==> config.mk <==
export PLATFORM = sky130hd
export DESIGN_NAME = axicb_scfifo_ctrl
export DESIGN_NICKNAME = d
export VERILOG_FILES = /design/src/rtl/axicb_scfifo_pkg.sv /design/src/rtl/axicb_scfifo_ram.sv /design/src/rtl/axicb_scfifo_ctrl.sv
export SDC_FILE = /design/constraint.sdc
export NUM_CORES = 1
export LEC_CHECK = 0
export CAP_MARGIN = 20
export CORE_MARGIN = 10
export CORE_UTILIZATION = 30
export CTS_CLUSTER_DIAMETER = 100
export CTS_CLUSTER_SIZE = 30
export DETAILED_ROUTE_END_ITERATION = 10
export DONT_BUFFER_PORTS = 1
export PLACE_DENSITY = 0.46
export SETUP_SLACK_MARGIN = 0.5
export SYNTH_ARGS = -nofsm -noshare
export SYNTH_HDL_FRONTEND = slang
export SYNTH_SLANG_ARGS = --single-unit
==> constraint.sdc <==
create_clock -name aclk -period 2.8 [get_ports aclk]
set_input_delay 0.84 -clock aclk [delete_from_list [all_inputs] [get_ports aclk]]
set_output_delay 0.84 -clock aclk [all_outputs]
set_load 0.01 [all_outputs]
==> src/rtl/axicb_scfifo_pkg.sv <==
// Shared types for the single-clock FIFO controller and its RAM.
// Output-stage FSM states are only used when AXICB_SCFIFO_OUT_REG_EN is defined.
package axicb_scfifo_pkg;

    typedef enum logic {
        OUT_EMPTY = 1'b0,
        OUT_FULL  = 1'b1
    } out_state_t;

endpackage

==> src/rtl/axicb_scfifo_ram.sv <==
// Simple dual-port storage for the FIFO: synchronous write, read either
// combinational (FFD_EN=0) or registered (FFD_EN=1). Contents are never reset.
module axicb_scfifo_ram #(
    parameter int ADDR_WIDTH = 4,
    parameter int DATA_WIDTH = 8,
    parameter int FFD_EN     = 0
) (
    input  logic                  aclk,
    input  logic                  wr_en,
    input  logic [ADDR_WIDTH-1:0] addr_in,
    input  logic [DATA_WIDTH-1:0] data_in,
    input  logic [ADDR_WIDTH-1:0] addr_out,
    output logic [DATA_WIDTH-1:0] data_out
);

    logic [DATA_WIDTH-1:0] mem [0:(1<<ADDR_WIDTH)-1];

    always_ff @(posedge aclk) begin
        if (wr_en) begin
            mem[addr_in] <= data_in;
        end
    end

    generate
        if (FFD_EN != 0) begin : g_rd_reg
            always_ff @(posedge aclk) begin
                data_out <= mem[addr_out];
            end
        end else begin : g_rd_comb
            assign data_out = mem[addr_out];
        end
    endgenerate

endmodule

==> src/rtl/axicb_scfifo_ctrl.sv <==
// Single-clock FIFO controller: owns pointers, flags and fill level for axicb_scfifo_ram.
// Define AXICB_SCFIFO_OUT_REG_EN for a registered output stage (one extra word of capacity).
module axicb_scfifo_ctrl
    import axicb_scfifo_pkg::*;
#(
    parameter int ADDR_WIDTH   = 4,
    parameter int DATA_WIDTH   = 8,
    parameter int AFULL_THRESH = 2**ADDR_WIDTH - 2
) (
    input  logic                  aclk,
    input  logic                  arst,
    input  logic                  in_valid,
    output logic                  in_ready,
    input  logic [DATA_WIDTH-1:0] in_data,
    output logic                  out_valid,
    input  logic                  out_ready,
    output logic [DATA_WIDTH-1:0] out_data,
    output logic                  full,
    output logic                  empty,
    output logic                  afull,
    output logic [ADDR_WIDTH:0]   count
);

    localparam int PW = ADDR_WIDTH + 1;
    localparam logic [PW-1:0] AFULL_LVL = PW'(AFULL_THRESH);

    logic [PW-1:0]         wr_ptr;
    logic [PW-1:0]         rd_ptr;
    logic                  push;
    logic                  pop;
    logic [DATA_WIDTH-1:0] ram_rdata;

    assign empty    = (wr_ptr == rd_ptr);
    assign full     = (wr_ptr[ADDR_WIDTH-1:0] == rd_ptr[ADDR_WIDTH-1:0]) &&
                      (wr_ptr[ADDR_WIDTH] != rd_ptr[ADDR_WIDTH]);
    assign count    = wr_ptr - rd_ptr;
    assign afull    = (count >= AFULL_LVL);
    assign in_ready = !full;
    // Full blocks writes even when a pop lands in the same cycle.
    assign push     = in_valid && !full;

    always_ff @(posedge aclk or posedge arst) begin
        if (arst) begin
            wr_ptr <= '0;
            rd_ptr <= '0;
        end else begin
            if (push) wr_ptr <= wr_ptr + 1'b1;
            if (pop)  rd_ptr <= rd_ptr + 1'b1;
        end
    end

    axicb_scfifo_ram #(
        .ADDR_WIDTH (ADDR_WIDTH),
        .DATA_WIDTH (DATA_WIDTH),
        .FFD_EN     (0)
    ) u_ram (
        .aclk     (aclk),
        .wr_en    (push),
        .addr_in  (wr_ptr[ADDR_WIDTH-1:0]),
        .data_in  (in_data),
        .addr_out (rd_ptr[ADDR_WIDTH-1:0]),
        .data_out (ram_rdata)
    );

`ifdef AXICB_SCFIFO_OUT_REG_EN
    out_state_t state;

    // A fetch moves the RAM head into the output register.
    assign pop       = !empty && ((state == OUT_EMPTY) || out_ready);
    assign out_valid = (state == OUT_FULL);

    always_ff @(posedge aclk or posedge arst) begin
        if (arst) begin
            state    <= OUT_EMPTY;
            out_data <= '0;
        end else if (pop) begin
            state    <= OUT_FULL;
            out_data <= ram_rdata;
        end else if ((state == OUT_FULL) && out_ready) begin
            state    <= OUT_EMPTY;
        end
    end
`else
    assign out_valid = !empty;
    assign out_data  = ram_rdata;
    assign pop       = out_valid && out_ready;
`endif

endmodule

# Yosys cells after proc, flatten, opt, wreduce, memory -nomap -nowiden
# Memory sizes are Yosys's and may differ from the RTL's.
# Cells that the tools add are included.
[word_totals]
out_inout_bits = 18
inputBits = 12
wordCells = 17
latch_bits = 0
mem_bits_ro = 0
n_memories = 1
regBits = 10
ram_bits = 128
[mem_list]
columns = ["name", "depth", "word_bits", "rd", "rd_ports_with_merged_regs", "wr", "line_no", "text"]
rows = [
  ["u_ram.mem", 16, 8, 1, 0, 1, "axicb_scfifo_ram.sv:16", "logic [DATA_WIDTH-1:0] mem [0:(1<<ADDR_WIDTH)-1];"],
]
[classes]
eq_ne = 3
bitwise = 0
multipliers = 0
shift = 0
addsub = 3
reduce_logical = 5
div = 0
muxes = 2
n_lt_le_gt_ge = 1
[op_table]
columns = ["op", "count"]
rows = [
  ["adder 5 x 1 -> 5 bit (second input constant)", 2],
  ["equality test 5 bit", 1],
  [">= comparator 5 x 4 -> 1 bit (second input constant)", 1],
  ["subtractor 5 bit", 1],
  ["equality test 4 bit", 1],
  ["logical AND 1 bit", 3],
  ["logical NOT 1 bit", 2],
  ["two-way mux 1 bit", 2],
  ["inequality test 1 bit", 1],
]

# Logic depth before layout (Yosys ltp)
# Gate-level depths: netlist of the first run.
[logic_depth]
word_depth = 6
depth_mapped = 8
depth_no_buf = 8

# Cells and area by module
# From an unflattened synthesis of the first run, not the netlist that was laid out.
[unflattened]
hier_cells = 293
hier_area_um2 = 5698.0
[by_module_without_submodules]
columns = ["mod", "seq_area_each_um2", "area_each_um2", "instances", "cells_per_inst"]
rows = [
  ["axicb_scfifo_ram", 3843.7, 4987.3, 1, 221],
  ["axicb_scfifo_ctrl", 250.2, 710.7, 1, 72],
]

# Worst setup path after synthesis of the first run
# No wires, ideal clock.
[synth_path]
kind = "flip-flop to output port"
startpoint = "register rd_ptr[1]"
endpoint = "output port afull"
required_time_ns = 1.960
arrival_time_ns = 2.096
path_buffers = 2
path_slack_ns = -0.136
stages_incl_launch_ff = 8
cell_sequence = "dfrtp_1 -> buf_6 -> clkbuf_1 -> inv_1 -> fa_1 -> xor2_1 -> nand2_1 -> o31ai_1"
[synth_between]
elab_chain_cells = 2
[synth_rtl]
columns = ["item", "line_no", "text"]
rows = [
  ["start: declaration", "axicb_scfifo_ctrl.sv:28", "logic [PW-1:0] rd_ptr;"],
  ["start signal: assignment", "axicb_scfifo_ctrl.sv:48", "if (pop) rd_ptr <= rd_ptr + 1'b1;"],
  ["subtractor 5 bit", "axicb_scfifo_ctrl.sv:36", "assign count = wr_ptr - rd_ptr;"],
  ["named net count[2]", "axicb_scfifo_ctrl.sv:21", "output logic [ADDR_WIDTH:0] count"],
  [">= comparator 5 x 4 -> 1 bit", "axicb_scfifo_ctrl.sv:37", "assign afull = (count >= AFULL_LVL);"],
  ["end: declaration", "axicb_scfifo_ctrl.sv:20", "output logic afull,"],
]
# The timed path passes the listed nets, and every way through them passes these cells.

# Worst setup path after layout of the first run
[layout_path]
startpoint = "register rd_ptr[0]"
endpoint = "output port afull"
[layout_between]
elab_chain_cells = 2
[layout_rtl]
columns = ["item", "line_no"]
rows = [
  ["subtractor 5 bit", "axicb_scfifo_ctrl.sv:36"],
  [">= comparator 5 x 4 -> 1 bit", "axicb_scfifo_ctrl.sv:37"],
]
# Every way passes these cells.

==> results of run 1 <==
==> final timing paths <==
check / endpoint / slack [ns]
min: wr_ptr[2]$_DFFE_PP0P_ / 0.31
min in group aclk: u_ram.mem[11][2]$_DFFE_PP_ / 0.52
max reg2reg: u_ram.mem[15][1]$_DFFE_PP_ / 0.60
max: afull / -0.13
max in group asynchronous: rd_ptr[0]$_DFFE_PP0P_ / 2.17
min reg2reg: rd_ptr[4]$_DFFE_PP0P_ / 0.54
==> area by class of cell <==
class | count | area, sq um
flip-flops and latches | 138 | 4100
clock buffers | 17 | 425
well taps | 234 | 293
multi-input cells | 157 | 1810
fillers | 1715 | 11400
clock inverters | 15 | 138
inverters | 13 | 58.8
repair buffers | 47 | 587
==> what timing repair did <==
item	in CTS	in global routing
resized for setup	35	22
pin swaps	22	17
setup buffers	16	9
gates cloned	2	0
setup endpoints to repair	145	128
==> metrics by stage <==
stage / hold WS, ns / instances / total power (uW) / worst slack [ns]
4_1_cts: 0.315 / 612 / 8420 / -0.158
6_report: 0.307 / 621 / 8550 / -0.127
5_1_grt: 0.328 / 621 / 9020 / -0.216
3_5_place_dp: 0.522 / 562 / 5790 / 0.203
2_1_floorplan: 0.502 / 324 / 4940 / 0.285
3_3_place_gp: 0.519 / 562 / 5770 / 0.230
==> critical path: stages (launching register included) <==
cell and delay, ns:
dfrtp_2 0.48, ha_4 0.17, inv_2 0.03, fa_2 0.36, a21o_1 0.18, a21oi_2 0.16
xnor2_2 0.16, o31ai_4 0.13
==> sequential cells by signal (all words and copies together), names as in the netlist <==
signal / cells
u_ram.mem: 128
rd_ptr: 5
wr_ptr: 5
==> per-layer routing <==
| metal | GRT usage [%] | vias up | wire length, um |
|---|---|---|---|
| met5 | 0 | - | 0 |
| met4 | 2.96 | 0 | 96 |
| met3 | 4.59 | 7 | 800 |
| met2 | 18.4 | 59 | 6870 |
| met1 | 14.6 | 1573 | 6090 |
| li1 | - | 1384 | - |
==> power by group through the flow <==
stage               combinational (uW)  clock [uW]  sequential (uW)
floorplan                         2290           0             2650
global placement                  3080           0             2690
detailed placement                3090           0             2700
CTS                               3580        2170             2670
global route                      4050        2260             2700
finish                            3760        2120             2680
==> cells in the mapped netlist, types with 2 or more instances <==
cell type,count
xor2_1,3
a221oi_2,4
nor3_1,4
nand2_1,19
o21ai_0,10
nor2_1,12
buf_6,8
a22oi_1,8
nand4_1,3
mux2i_1,32
edfxtp_1,128
a221oi_1,12
inv_1,12
nor2b_1,2
dfrtp_1,10
xnor2_1,9
buf_2,2
nand2b_1,2
mux4_2,16
clkbuf_1,3
buf_4,2
ha_1,9
==> placed cells by master (no fill, tap or decap), types with 4 or more instances in the layout <==
| master | netlist | routed |
|---|---|---|
| edfxtp_1 | 128 | 128 |
| mux2i_1 | 32 | 30 |
| buf_4 | 2 | 26 |
| clkbuf_16 | 0 | 17 |
| mux4_2 | 16 | 16 |
| buf_12 | 0 | 14 |
| a221oi_2 | 4 | 13 |
| nand2_1 | 19 | 12 |
| nor2_4 | 0 | 11 |
| xnor2_1 | 9 | 8 |
| inv_6 | 0 | 8 |
| a22oi_1 | 8 | 7 |
| dfrtp_1 | 10 | 7 |
| o21ai_0 | 10 | 6 |
| inv_2 | 0 | 5 |
| ha_1 | 9 | 5 |
| buf_6 | 8 | 5 |
| inv_1 | 12 | 4 |
| o21ai_1 | 1 | 4 |
| nand2_4 | 0 | 4 |
| nor3_4 | 0 | 4 |
| ha_4 | 0 | 4 |
==> logic make-up after synthesis <==
family                     Yosys count  share of synthesized area, %
DFF                                138                          71.5
muxes                               48                          11.9
and+or+nand+nor                     46                          3.67
AOI/OAI and AO/OA                   41                          5.70
buffers and inverters               29                          3.12
xor gates and xnor gates            12                          1.84
adders and majority gates           10                          2.32
==> flow_metrics.py, run 1 <==
metrics = {
    "finish": {
        "num_antenna_cells": 0,
        "drive_gt1_share_pct": 41.3,
        "final_core_util_pct": 39.5,
        "final_cell_area_sq_um": 7400,
        "area.growth.synth_to_final_pct": 29.3,
        "num-nets-final": 396,
    },
    "power_and_ir_drop": {
        "p_clk_share_pct": 24.8,
        "pwr-share-comb_pct": 43.9,
        "switching_power_uw": 3110,
        "internal-power_uw": 5440,
        "p_seq_share_pct": 31.3,
        "peakVddDrop_mv": 0.532,
        "pwr_density_cell_nw_per_um2": 1150,
        "sw_frac_of_total_pct": 36.4,
        "p_leak_uw": 0.00256,
    },
    "die": {
        "die_area_sq_um": 25000,
        "ios": 30,
        "num_rows": 50,
        "die_height_um": 158,
        "fp.dieW_um": 158,
        "start_util_pct": 30.5,
        "core_area_sq_um": 18800,
    },
    "clock_network": {
        "cts_hold_buf": 0,
        "clockBufferDepth": 2,
        "cts_htree_levels": 4,
        "clk_pin_slew_ns": 0.06,
        "cts.root.buffer_cell": "clkbuf_16",
        "numCtsBuffers": 17,
        "tritoncts": "yes",
        "clock-sinks": 138,
        "clock_latency_ns": 0.41,
    },
    "drt": {
        "first_pass_iters": 4,
        "dr.first_iter.drc_count": 146,
        "antenna_left": 0,
        "drc_errors": 0,
        "vias": 3023,
        "wirelength_um": 13900,
        "wl_per_cell_um": 22.3,
        "vias_per_cell": 4.87,
    },
    "run_status": {
        "status": "finished with violations",
        "violations": "negative setup slack",
    },
    "setup_path": {
        "cp_data_arrival_time_ns": 2.09,
        "worst_ep_required_time_ns": 1.96,
        "rr_worst_depth": 7,
        "critPathCaptureType": "primary output",
        "startpoint": "rd_ptr[0]$_DFFE_PP0P_",
        "critical_path_class": "reg -> out",
        "worst_setup_path_start_kind": "flop",
        "cp_max_fo": 5,
        "rr_startpoint": "rd_ptr[0]$_DFFE_PP0P_",
    },
    "global_route": {
        "grt_max_degree": 19,
        "grt_antenna_before_repair": 0,
        "grt_pass1_vias": 3134,
        "grt.total_usage_pct": 11.6,
        "grt_pass1_wl_um": 20800,
        "grt-ovfl-total": 0,
    },
    "min_path": {
        "hp-class": "in -> async",
    },
    "placement": {
        "gp_congestion": 0.735,
        "dp_hpwl_um": 8750,
        "place_area_sq_um": 6210,
        "port_buffers": 0,
    },
    "synthesis": {
        "synth_edf_count": 128,
        "synth_area_leader_cell": "edfxtp_1",
        "synth_ff_type": "edfxtp_1",
        "yosysTopAreaCellShare_pct": 67.1,
        "syn-num-nets": 346,
        "avgSynthCellArea_sq_um": 17.7,
        "yosys_warnings": 0,
        "synth_area_leaders": "edfxtp_1 67%, mux4_2 6.3%, mux2i_1 5.6%",
        "synthArstFlopShare_pct": 7.25,
        "ys_seq_elements": 138,
        "netlist_instances": 324,
        "synth.yosys.seq_area_share_pct": 71.5,
        "yosys.cell_types.count": 36,
        "syn-cell-area_sq_um": 5730,
    },
    "sta": {
        "finalSetupViolCount": 10,
        "fin_tns_setup_ns": -0.730,
        "worst_pin_slew_ns": 0.516,
        "rsz0062_at_grt": "true",
        "finalHoldViolations": 0,
        "slew_headroom_pct": 65.5,
        "period_needed_ns": 2.93,
        "fmax_mhz": 342,
        "setup_ws_ns": -0.127,
        "fin_skew_ns": 0.00909,
        "fin_crit_sh_pct": 105,
        "final_max_slew_viol_count": 0,
    },
    "run": {
        "cap_violations": 0,
    },
}
Note: power is estimated with default switching activity, not from simulation.
==> inputs of run 2 (changes only) <==
--- a/config.mk
+++ b/config.mk
@@ -6,13 +6,13 @@
 export NUM_CORES = 1
 export LEC_CHECK = 0
 export CAP_MARGIN = 20
-export CORE_MARGIN = 10
-export CORE_UTILIZATION = 30
+export CORE_MARGIN = 2
+export CORE_UTILIZATION = 57
 export CTS_CLUSTER_DIAMETER = 100
 export CTS_CLUSTER_SIZE = 30
 export DETAILED_ROUTE_END_ITERATION = 10
 export DONT_BUFFER_PORTS = 1
-export PLACE_DENSITY = 0.46
+export PLACE_DENSITY = 0.76
 export SETUP_SLACK_MARGIN = 0.5
 export SYNTH_ARGS = -nofsm -noshare
 export SYNTH_HDL_FRONTEND = slang
==> run 2 against run 1 <==
Flip-flop and latch count stayed put. Utilization grew 35 points. Wire length is 2.7% lower. Clock skew down 0.0022 ns. Total power grew 2.9%. Largest power group unchanged. Via count is 5.7% higher. The run still ends with negative setup slack left.
==> flow_metrics.py, run 2 (synthesis results as in run 1) <==
metrics = {
    "run_status": {
        "status": "finished with violations",
        "violations": "negative setup slack",
    },
    "global_route": {
        "grt_max_degree": 35,
        "grt_pass1_wl_um": 18800,
        "grt_antenna_before_repair": 0,
        "grt_pass1_vias": 3210,
        "grt.total_usage_pct": 24.1,
        "grt-ovfl-total": 0,
    },
    "drt": {
        "first_pass_iters": 4,
        "dr.first_iter.drc_count": 368,
        "wl_per_cell_um": 26.6,
        "antenna_left": 0,
        "vias_per_cell": 6.29,
        "vias": 3194,
        "drc_errors": 0,
        "wirelength_um": 13500,
    },
    "run": {
        "cap_violations": 0,
    },
    "clock_network": {
        "cts_htree_levels": 4,
        "clock_latency_ns": 0.53,
        "clk_pin_slew_ns": 0.07,
        "clock-sinks": 138,
        "tritoncts": "yes",
        "numCtsBuffers": 17,
        "clockBufferDepth": 2,
        "cts_hold_buf": 0,
        "cts.root.buffer_cell": "clkbuf_8",
    },
    "sta": {
        "fin_tns_setup_ns": -2.04,
        "fin_skew_ns": 0.00690,
        "finalHoldViolations": 0,
        "final_max_slew_viol_count": 0,
        "whs_ns": 0.193,
        "fmax_mhz": 325,
        "fin_crit_sh_pct": 110,
        "finalSetupViolCount": 11,
        "rsz0062_at_grt": "true",
        "slew_headroom_pct": 60.3,
        "setup_ws_ns": -0.277,
        "period_needed_ns": 3.08,
        "worst_pin_slew_ns": 0.594,
    },
    "setup_path": {
        "worst_setup_path_start_kind": "flop",
        "worst_ep_required_time_ns": 1.96,
        "cp_common_cell": "inv_2",
        "cpPeakStageDelay_ns": 0.41,
        "cp_data_arrival_time_ns": 2.24,
        "crit_path_cell_trace": "inv_2 > ha_4 > inv_2 > fa_2 > a21o_1 > a21oi_2 > xnor2_2 > o31ai_4",
        "slowest_stage": "dfrtp_1",
        "cp_max_fo": 2,
        "cpLargestDelayFamily": "adder cells",
        "critical_path_class": "reg -> out",
        "cp_num_buf_inv": 2,
        "critPathCaptureType": "primary output",
    },
    "placement": {
        "gp_congestion": 0.800,
        "place_inst": 453,
        "place_area_sq_um": 6030,
        "dp_hpwl_um": 7400,
        "port_buffers": 0,
    },
    "min_path": {
        "hp-class": "in -> async",
    },
    "finish": {
        "num_antenna_cells": 0,
        "reg.largest.list": "u_ram.mem: 128 flops, rd_ptr: 5 flops, wr_ptr: 5 flops",
        "max_flop_register": "u_ram.mem",
        "largest_register_ffs": 128,
        "instances_no_fill": 508,
        "drive_gt1_share_pct": 41.1,
        "final_common_cell": "edfxtp_1",
        "num-nets-final": 384,
        "area.growth.synth_to_final_pct": 26.5,
        "final_cell_area_sq_um": 7240,
        "final_cell_mix": "128 x edfxtp_1, 31 x mux2i_1, 17 x clkbuf_16, 16 x mux4_2, 16 x buf_4",
    },
    "die": {
        "fp.dieW_um": 104,
        "num_rows": 36,
        "die_height_um": 104,
        "die_area_sq_um": 10900,
        "core_area_sq_um": 9770,
        "ios": 30,
        "start_util_pct": 58.6,
    },
    "power_and_ir_drop": {
        "switching_power_uw": 3210,
        "p_leak_uw": 0.00253,
        "pwr-share-comb_pct": 42.6,
        "peakVddDrop_mv": 1.05,
        "total_power_uw": 8800,
        "internal-power_uw": 5590,
        "p_clk_share_pct": 27.0,
        "pwr_density_cell_nw_per_um2": 1210,
        "p_seq_share_pct": 30.4,
        "sw_frac_of_total_pct": 36.4,
    },
}
-- run 2: final timing paths --
| check | slack, ns | start | cells after the start | endpoint |
|---|---|---|---|---|
| max in group asynchronous | 2.28 | arst | 1 | rd_ptr[0]$_DFFE_PP0P_ |
| hold reg to reg | 0.55 | rd_ptr[4]$_DFFE_PP0P_ | 1 | rd_ptr[4]$_DFFE_PP0P_ |
| setup / recovery | -0.28 | wr_ptr[0]$_DFFE_PP0P_ | 8 | afull |
| hold / removal | 0.19 | arst | 1 | rd_ptr[3]$_DFFE_PP0P_ |
| min in group aclk | 0.40 | in_data[7] | 0 | u_ram.mem[9][7]$_DFFE_PP_ |
| setup reg to reg | 0.38 | rd_ptr[1]$_DFFE_PP0P_ | 9 | u_ram.mem[15][1]$_DFFE_PP_ |
-- run 2: stage by stage --
| step | utilization [%] | worst slack [ns] |
|---|---|---|
| after floorplan | - | 0.285 |
| after global placement | 61.7 | 0.148 |
| after detailed placement | 61.7 | 0.106 |
| after CTS | 70.3 | -0.230 |
| after global routing | 74.1 | -0.342 |
| final | 74.1 | -0.277 |
-- run 2: timing repair --
action                                  in CTS  in global routing
cloned                                       0                  2
resized for setup                           31                 36
setup buffers                                6                 15
pin swaps                                   10                 23
endpoints found under the setup margin     145                144
-- run 2: area by class of cell --
class | count | area (sq um)
inverters | 13 | 58.8
fillers | 545 | 2530
clock buffers | 17 | 414
repair buffers | 35 | 444
flip-flops and latches | 138 | 4100
clock inverters | 15 | 213
multi-input cells | 157 | 1850
well taps | 133 | 166
-- run 2: routing by layer --
layer  share of wire [%]  GRT usage (%)
met1                  41           33.1
met2                  51           36.8
met3                 6.4           6.70
met5                   0              0
met4                 1.5           9.75
-- run 2: power by group through the flow --
stage,logic (uW),clock network [uW],registers (uW)
5_1_grt,3960,2450,2700
4_1_cts,3130,2370,2650
3_5_place_dp,2840,0,2690
3_3_place_gp,2790,0,2680
6_report,3750,2370,2680
2_1_floorplan,2290,0,2650
-- run 2: worst register-to-register path: stages (launching register included) --
cell,delay (ns)
dfrtp_1,0.41
buf_6,0.14
inv_4,0.04
ha_1,0.33
and4_4,0.19
buf_4,0.14
a21boi_4,0.22
buf_4,0.15
nand4_1,0.25
inv_4,0.23
